`src/rtl/wb_result_arbiter.sv`:
```
// Writeback arbiter: merges single-cycle ALU results and non-blocking multiplier
// results onto one register-file write port, buffering multiplier results in a FIFO.
module wb_result_arbiter #(
  parameter int WD_SIZE       = 32,
  parameter int REG_ADDR_SIZE = 5,
  parameter int MUL_BUF_DEPTH = 4
) (
  input  logic                               clk,
  input  logic                               reset,
  input  logic                               alu_valid_i,
  input  logic [REG_ADDR_SIZE-1:0]           alu_rd_i,
  input  logic [WD_SIZE-1:0]                 alu_data_i,
  output logic                               alu_ready_o,
  input  logic                               mul_valid_i,
  input  logic [REG_ADDR_SIZE-1:0]           mul_rd_i,
  input  logic [WD_SIZE-1:0]                 mul_data_i,
  output logic                               rf_we_o,
  output logic [REG_ADDR_SIZE-1:0]           rf_waddr_o,
  output logic [WD_SIZE-1:0]                 rf_wdata_o,
  output logic                               mul_pending_o,
  output logic [$clog2(MUL_BUF_DEPTH):0]     mul_count_o
);

  localparam int PTR_W = $clog2(MUL_BUF_DEPTH);
  localparam int CNT_W = PTR_W + 1;
  localparam logic [PTR_W-1:0] PTR_ONE = 1;
  localparam logic [CNT_W-1:0] CNT_ONE = 1;
  localparam logic [CNT_W-1:0] CNT_FULL = CNT_W'(MUL_BUF_DEPTH);

  logic [REG_ADDR_SIZE-1:0] buf_rd_reg   [MUL_BUF_DEPTH];
  logic [WD_SIZE-1:0]       buf_data_reg [MUL_BUF_DEPTH];
  logic [PTR_W-1:0]         head_reg;
  logic [PTR_W-1:0]         tail_reg;
  logic [CNT_W-1:0]         count_reg;
  logic [CNT_W-1:0]         count_next;

  logic                     we_reg;
  logic [REG_ADDR_SIZE-1:0] waddr_reg;
  logic [WD_SIZE-1:0]       wdata_reg;

  logic                     full;
  logic                     empty;
  logic                     mul_ok;
  logic                     push;
  logic                     pop;
  logic                     we_next;
  logic                     load_next;
  logic [REG_ADDR_SIZE-1:0] waddr_next;
  logic [WD_SIZE-1:0]       wdata_next;

  assign full   = (count_reg == CNT_FULL);
  assign empty  = (count_reg == '0);
  assign mul_ok = mul_valid_i && (mul_rd_i != '0);

  // Full forces a pop even over a valid ALU result; otherwise the ALU wins.
  assign pop  = full || (!alu_valid_i && !empty);
  assign push = mul_ok && (full || alu_valid_i || !empty);

  assign alu_ready_o   = !full;
  assign mul_pending_o = !empty;
  assign mul_count_o   = count_reg;
  assign rf_we_o       = we_reg;
  assign rf_waddr_o    = waddr_reg;
  assign rf_wdata_o    = wdata_reg;

  always_comb begin
    we_next    = 1'b0;
    load_next  = 1'b0;
    waddr_next = waddr_reg;
    wdata_next = wdata_reg;
    if (pop) begin
      // Entries are never x0, the input filter drops those before the push.
      we_next    = 1'b1;
      load_next  = 1'b1;
      waddr_next = buf_rd_reg[head_reg];
      wdata_next = buf_data_reg[head_reg];
    end else if (alu_valid_i) begin
      we_next    = (alu_rd_i != '0);
      load_next  = 1'b1;
      waddr_next = alu_rd_i;
      wdata_next = alu_data_i;
    end else if (mul_ok) begin
      we_next    = 1'b1;
      load_next  = 1'b1;
      waddr_next = mul_rd_i;
      wdata_next = mul_data_i;
    end
  end

  always_comb begin
    count_next = count_reg;
    if (push && !pop) begin
      count_next = count_reg + CNT_ONE;
    end else if (pop && !push) begin
      count_next = count_reg - CNT_ONE;
    end
  end

  always_ff @(posedge clk) begin
    if (reset) begin
      head_reg  <= '0;
      tail_reg  <= '0;
      count_reg <= '0;
      we_reg    <= 1'b0;
      waddr_reg <= '0;
      wdata_reg <= '0;
    end else begin
      if (push) begin
        buf_rd_reg[tail_reg]   <= mul_rd_i;
        buf_data_reg[tail_reg] <= mul_data_i;
        tail_reg               <= tail_reg + PTR_ONE;
      end
      if (pop) begin
        head_reg <= head_reg + PTR_ONE;
      end
      count_reg <= count_next;
      we_reg    <= we_next;
      if (load_next) begin
        waddr_reg <= waddr_next;
        wdata_reg <= wdata_next;
      end
    end
  end

endmodule

```
`config.mk`:
```
export PLATFORM = sky130hd
export DESIGN_NAME = wb_result_arbiter
export DESIGN_NICKNAME = d
export VERILOG_FILES = /design/src/rtl/wb_result_arbiter.sv
export SDC_FILE = /design/constraint.sdc
export NUM_CORES = 1
export LEC_CHECK = 0
export CAP_MARGIN = 5
export CORE_MARGIN = 5
export CORE_UTILIZATION = 50
export CTS_BUF_LIST = sky130_fd_sc_hd__clkbuf_4
export DETAILED_ROUTE_END_ITERATION = 8
export PLACE_DENSITY = 0.9
export RECOVER_POWER = 100
export REMOVE_ABC_BUFFERS = 1
export SLEW_MARGIN = 20
export SYNTH_ARGS = -nofsm -noshare
export SYNTH_HDL_FRONTEND = slang
export SYNTH_SLANG_ARGS = --single-unit
```
`constraint.sdc`:
```
create_clock -name clk -period 2.7 [get_ports clk]
set_clock_uncertainty 0.15 [all_clocks]
set_input_delay 0.54 -clock clk [delete_from_list [all_inputs] [get_ports clk]]
set_output_delay 0.54 -clock clk [all_outputs]
set_load 0.005 [all_outputs]
```
==> results of run 1 <==
==> stage by stage <==
step	std cells	power [mW]	setup WS [ns]	hold slack [ns]	setup TNS, ns
2_1_floorplan	394	5.18	-0.959	0.306	-5.63
3_3_place_gp	754	6.16	-0.294	0.294	-14.68
3_5_place_dp	754	6.27	-0.392	0.296	-21.91
4_1_cts	786	7.84	0.00556	0.331	0
5_1_grt	786	8.04	0.0291	0.344	0
6_report	786	7.64	0.0996	0.320	0
==> power by group through the flow <==
stage | sequential (mW) | combinational [mW] | clock, mW
6_report | 3.75 | 2.31 | 1.58
5_1_grt | 3.79 | 2.50 | 1.74
3_5_place_dp | 3.83 | 2.45 | 0
2_1_floorplan | 3.92 | 1.26 | 0
3_3_place_gp | 3.81 | 2.36 | 0
4_1_cts | 3.76 | 2.46 | 1.62
==> worst max-delay path, delay by kind of cell <==
kind | cells | cell delay [ns]
AND/OR/NAND/NOR | 3 | 0.80
buffers and inverters | 3 | 1.08
AO/OA/AOI/OAI | 1 | 0.23
==> metal layers <==
metal / vias up / GRT usage [%]
met5: - / 0
met4: 2 / 6.16
met3: 18 / 4.47
met2: 160 / 31.8
met1: 2208 / 23.8
li1: 1990 / -
==> cell families after synthesis <==
group                      Yosys count  share of synthesized area (%)
muxes                              111                           20.7
adders and majority gates            6                           1.06
DFF                                195                           68.8
xor gates and xnor gates             5                          0.560
buffers and inverters               30                           1.92
AOI/OAI and AO/OA                   48                           5.13
and+or+nand+nor                     25                           1.79
==> what timing repair did <==
item / in CTS / in global routing
setup buffers: 0 / 0
resized for setup: 0 / 1
setup endpoints to repair: 0 / 1
==> worst min path at each step <==
stage	slack, ns	start	end	cells after the start
global placement	0.29	rf_wdata_o[14]	rf_wdata_o[14]	1
finish	0.32	rf_wdata_o[14]	rf_wdata_o[14]	1
detailed placement	0.30	rf_wdata_o[14]	rf_wdata_o[14]	1
floorplan	0.31	rf_waddr_o[0]	rf_waddr_o[0]	1
global route	0.34	rf_wdata_o[17]	rf_wdata_o[17]	1
CTS	0.33	rf_wdata_o[14]	rf_wdata_o[14]	1
==> cell type report <==
class	instances	area share (%)
clock buffers	21	1.63
flip-flops and latches	195	55.6
well taps	211	2.72
inverters	4	0.155
repair buffers	149	14.8
clock inverters	11	1.39
multi-input cells	195	23.7
==> cells in the mapped netlist, drive strengths merged <==
| library cell | instances | share of area (%) |
|---|---|---|
| nor3 | 1 | 0.064 |
| o41ai | 1 | 0.11 |
| o221ai | 1 | 0.11 |
| mux4 | 37 | 11 |
| o21ai | 4 | 0.26 |
| fa | 1 | 0.26 |
| nor2 | 11 | 0.53 |
| mux2i | 38 | 4.9 |
| nor4 | 1 | 0.27 |
| xnor2 | 1 | 0.11 |
| xor2 | 4 | 0.45 |
| edfxtp | 148 | 57 |
| clkbuf | 11 | 0.53 |
| or3 | 2 | 0.16 |
| nand3 | 2 | 0.13 |
| a21oi | 2 | 0.13 |
| dfxtp | 47 | 12 |
| mux2 | 36 | 5.2 |
| nand2 | 2 | 0.096 |
| o21a | 1 | 0.096 |
| a21o | 1 | 0.096 |
| inv | 4 | 0.19 |
| o2bb2ai | 38 | 4.3 |
| and2 | 4 | 0.32 |
| nand2b | 1 | 0.080 |
| buf | 15 | 1.2 |
| ha | 5 | 0.80 |
| or4 | 1 | 0.14 |
==> results.json, run 1 <==
{
  "netlist_instances": 420,
  "drv_slew": 0,
  "m1WireLength_um": 6540,
  "grt_pass1_vias": 4769,
  "layout_commonest_cell": "edfxtp_1",
  "ys_types": 30,
  "power.density_nw_per_um2": 788,
  "max_freq_mhz": 385,
  "wl_met3_um": 1100,
  "num_vias": 4378,
  "core-area_um2": 15300,
  "grt_usage_pct": 18.7,
  "cts.sinks": 195,
  "cp-start-kind": "primary input",
  "status": "finished, final reports clean",
  "cp_slowest_cell": "dlygate4sd3_1",
  "worstReg2RegEnd": "mul_count_o[2]",
  "n_fill_cell": 1058,
  "wire_per_inst_um": 20.8,
  "wl_met2_um": 8530,
  "fin_crit_ns": 2.60,
  "num_io_pins": 121,
  "hp-class": "flop to flop",
  "irDropWorstVdd_v": 0.000512,
  "initial_utilization_pct": 51.3,
  "fin_area_um2": 9690,
  "grt_pass1_wl_um": 25900,
  "crit_type": "primary input to flop",
  "clkLatencyLatePin_ns": 0.56,
  "regArea_um2": 5390,
  "drtPass1Iterations": 4,
  "largest_register_ffs": 128,
  "cp.arrival_ns": 2.69,
  "critPathRequiredTime_ns": 2.79,
  "dp_hpwl_um": 11200,
  "endpoint": "buf_data_reg[1][13]",
  "p_int_mw": 5.49,
  "yosysWarnings": 0,
  "ant_nets": 0,
  "grt_antenna_before_repair": 1,
  "cp-end-kind": "flop",
  "switching_share_pct": 28.1,
  "r2r_start": "mul_count_o[2]",
  "ys_seq_area_share_pct": 68.8,
  "drc": 0,
  "fp.dieArea_um2": 18200,
  "port-buffer-count": 120,
  "nNetsFinal": 646,
  "overflow": 0,
  "place_area_um2": 9460,
  "slew_headroom_pct": 51.9,
  "p_leak_nw": 3.37,
  "die_h_um": 135,
  "wirelength_um": 16400,
  "period_share_pct": 96.3,
  "final_util_pct": 63.5,
  "drive_above_1_share_pct": 23.1,
  "slowest_delay_ns": 0.55,
  "rows": 45,
  "num_antenna_cells": 0,
  "comb_power_share_pct": 30.3,
  "grt_max_degree": 40,
  "mostFrequentLayoutCells": "edfxtp_1, dlygate4sd3_1, dfxtp_1",
  "reg2reg_setup_slack_ns": 0.29,
  "root_buffer": "clkbuf_4",
  "worstMarginPinSlew_ns": 0.721,
  "highest_layer": "met5",
  "area_delta_synth_final_pct": 23.9,
  "rsz0062_at_grt": "false",
  "ff2ff_path_depth": 8,
  "synth-seq-cells": 195,
  "path_cells": "dlygate4sd3_1, or4_4, o221ai_1, clkbuf_1, nor2_1, and2_0, clkbuf_4",
  "hold_buffers": 0,
  "cts_buffer_depth": 2,
  "cap_violations": 0,
  "multi_input_area_um2": 2290,
  "die_x_um": 135,
  "post_drt_via_cell_ratio": 5.57,
  "hold_viol": 0,
  "crit_start": "mul_rd_i[3]",
  "htree_levels": 4,
  "syn-cell-area_um2": 7820,
  "cts_tree": "yes",
  "drt-initial-drc-count": 351,
  "finalSetupViolations": 0,
  "netSwitchingPower_mw": 2.15,
  "gp_congestion": 0.797,
  "clk_pin_slew_ns": 0.14,
  "seq_power_share_pct": 49.1,
  "crit_path_max_fanout": 26,
  "numCtsBuffers": 17,
  "syn_avg_cell_area_um2": 18.6,
  "p_clk_share_pct": 20.6
}
Note: power is estimated with default switching activity, not from simulation.
==> run 2: changes to the inputs <==
--- a/config.mk
+++ b/config.mk
@@ -5,9 +5,10 @@
 export SDC_FILE = /design/constraint.sdc
 export NUM_CORES = 1
 export LEC_CHECK = 0
+export ABC_AREA = 1
 export CAP_MARGIN = 5
 export CORE_MARGIN = 5
-export CORE_UTILIZATION = 50
+export CORE_UTILIZATION = 51
 export CTS_BUF_LIST = sky130_fd_sc_hd__clkbuf_4
 export DETAILED_ROUTE_END_ITERATION = 8
 export PLACE_DENSITY = 0.9
==> run 2 against run 1 <==
Against the previous run:
- synthesized area rose by 14%
- clock-buffer cell count fell by 3
- utilization fell by 2.7 points
- combinational power rose by 69%
- largest power group is now combinational cells
- die area rose by 11%
- non-clock buffer count rose by 4
- sequential power rose by 2%
- highest routed layer is now met4
- global-route usage rose by 2.9 points
- synthesized cell count rose by 130%
- setup slack improved by 0.043 ns
- critical endpoint is now mul_pending_o
- critical path type is now flop to primary output
- critical path depth fell by 4
==> results.json, run 2 <==
{
  "status": "finished, final reports clean",
  "layout_commonest_cell": "nand2_1",
  "hp-class": "flop to flop",
  "mostFrequentLayoutCells": "nand2_1, edfxtp_1, nor2_1",
  "netSwitchingPower_mw": 3.55,
  "largest_register_ffs": 128,
  "drive_above_1_share_pct": 7.96,
  "cap_violations": 0,
  "final_util_pct": 60.8,
  "syn-cell-area_um2": 8920,
  "cts_tree": "yes",
  "grt_antenna_before_repair": 2,
  "reg2reg_setup_slack_ns": 0.29,
  "cp.arrival_ns": 1.87,
  "syn_avg_cell_area_um2": 9.34,
  "synth_top_cell_area_share_pct": 49.8,
  "critPathRequiredTime_ns": 2.01,
  "num_vias": 6940,
  "drv_slew": 0,
  "power.density_nw_per_um2": 890,
  "post_drt_via_cell_ratio": 5.31,
  "grt_pass1_vias": 6973,
  "p_clk_share_pct": 17.2,
  "ys_types": 27,
  "overflow": 0,
  "initial_utilization_pct": 51.8,
  "fin_area_um2": 10500,
  "port-buffer-count": 120,
  "synthTopCellsByArea": "edfxtp_1, nand2_1, dfxtp_1",
  "die_h_um": 142,
  "finalSetupViolations": 0,
  "post-place-ws_ns": 0.0337,
  "n_fill_cell": 1353,
  "grt_pass1_wl_um": 34600,
  "fp.dieArea_um2": 20200,
  "rows": 48,
  "wire_per_inst_um": 16.2,
  "place_area_um2": 10400,
  "grt_usage_pct": 21.6,
  "synth_common_cells": "nand2_1, edfxtp_1, nor2_1, nand3_1, dfxtp_1",
  "slew_headroom_pct": 38.7,
  "p_int_mw": 5.78,
  "synth-seq-cells": 195,
  "multi_input_area_um2": 3010,
  "dp_hpwl_um": 13900,
  "drc": 0,
  "gp_congestion": 0.799,
  "synthArstFlopShare_pct": 0,
  "cp-end-kind": "primary output",
  "comb_power_share_pct": 41.9,
  "synthFlopType": "edfxtp_1",
  "htree_levels": 4,
  "rsz0062_at_grt": "false",
  "num_io_pins": 121,
  "switching_share_pct": 38.1,
  "regArea_um2": 5390,
  "cp-start-kind": "flop",
  "cts.sinks": 195,
  "total_power_mw": 9.32,
  "p_leak_nw": 4.40,
  "clkLatencyLatePin_ns": 0.59,
  "yosysMostFrequentCell": "nand2_1",
  "cts.repair.resized": 0,
  "netlist_instances": 955,
  "cts_buffer_depth": 2,
  "root_buffer": "clkbuf_4",
  "fin_crit_ns": 2.56,
  "nNetsFinal": 1153,
  "clk_pin_slew_ns": 0.13,
  "irDropWorstVdd_v": 0.000696,
  "period_share_pct": 94.7,
  "drt-initial-drc-count": 576,
  "ant_nets": 0,
  "ys_seq_area_share_pct": 60.4,
  "seq_power_share_pct": 40.9,
  "max_freq_mhz": 391,
  "crit_path_max_fanout": 4,
  "numCtsBuffers": 17,
  "hold_viol": 0,
  "wirelength_um": 21200,
  "synth_edf_count": 148,
  "drtPass1Iterations": 5,
  "setup_ws_ns": 0.142,
  "area_delta_synth_final_pct": 17.4,
  "grt_max_degree": 75,
  "synth_top_cell_by_area": "edfxtp_1",
  "worstMarginPinSlew_ns": 0.920,
  "hold_buffers": 0,
  "core-area_um2": 17200,
  "crit_type": "flop to primary output",
  "die_x_um": 142,
  "post_cts_buffers": 0,
  "yosysWarnings": 0
}
==> run 2: area by class of cell <==
class | count | share of cell area, %
antenna | 1 | 0.0239
inverter | 19 | 0.681
clock buffer | 18 | 1.29
multi-input combinational | 683 | 28.8
sequential | 195 | 51.4
clock inverter | 13 | 1.54
tap | 225 | 2.69
timing repair buffer | 153 | 13.6
==> run 2: kinds of logic after synthesis <==
logic type,share of synthesized area (%)
AND/OR/NAND/NOR,29.9
flip-flops,60.4
adder cells (fa/ha/maj),0.926
buffers and inverters,5.71
XOR/XNOR,0.0982
AO/OA/AOI/OAI,3.06
==> run 2: path summary, 6_finish.rpt <==
kind | startpoint | to | depth (start not counted)
min reg2reg | head_reg[0] | head_reg[0] | 1
max reg2reg | mul_count_o[0] | buf_rd_reg[1][4] | 9
max | mul_count_o[0] | mul_pending_o | 3
min | head_reg[0] | head_reg[0] | 1
==> run 2: per-stage QoR <==
step / hold slack (ns) / std cells / TNS [ns]
finish: 0.354 / 1307 / 0
global route: 0.369 / 1307 / 0
CTS: 0.333 / 1306 / 0
detailed placement: 0.331 / 1275 / 0
global placement: 0.322 / 1275 / 0
floorplan: 0.307 / 897 / -121.31
==> run 2: metal layers <==
| metal | share of wire [%] | vias up | track usage, % |
|---|---|---|---|
| met5 | 0 | - | 0 |
| met4 | 2.1 | 0 | 7.88 |
| met3 | 7.5 | 44 | 3.83 |
| met2 | 52 | 330 | 38.5 |
| met1 | 39 | 3208 | 26.3 |
| li1 | - | 3358 | - |
==> run 2: critical path: stages, from the launching register on <==
cell and delay, ns:
dfxtp_1 0.46, nor2_4 0.07, nand2_2 0.20, clkdlybuf4s50_1 0.55
==> run 2: power groups by stage <==
stage	Combinational (mW)	Sequential, mW	Clock, mW
after CTS	4.09	3.82	1.62
final	3.90	3.81	1.61
after global placement	3.94	3.88	0
after floorplan	2.23	4.03	0
after global routing	4.41	3.86	1.75
after detailed placement	4.07	3.89	0
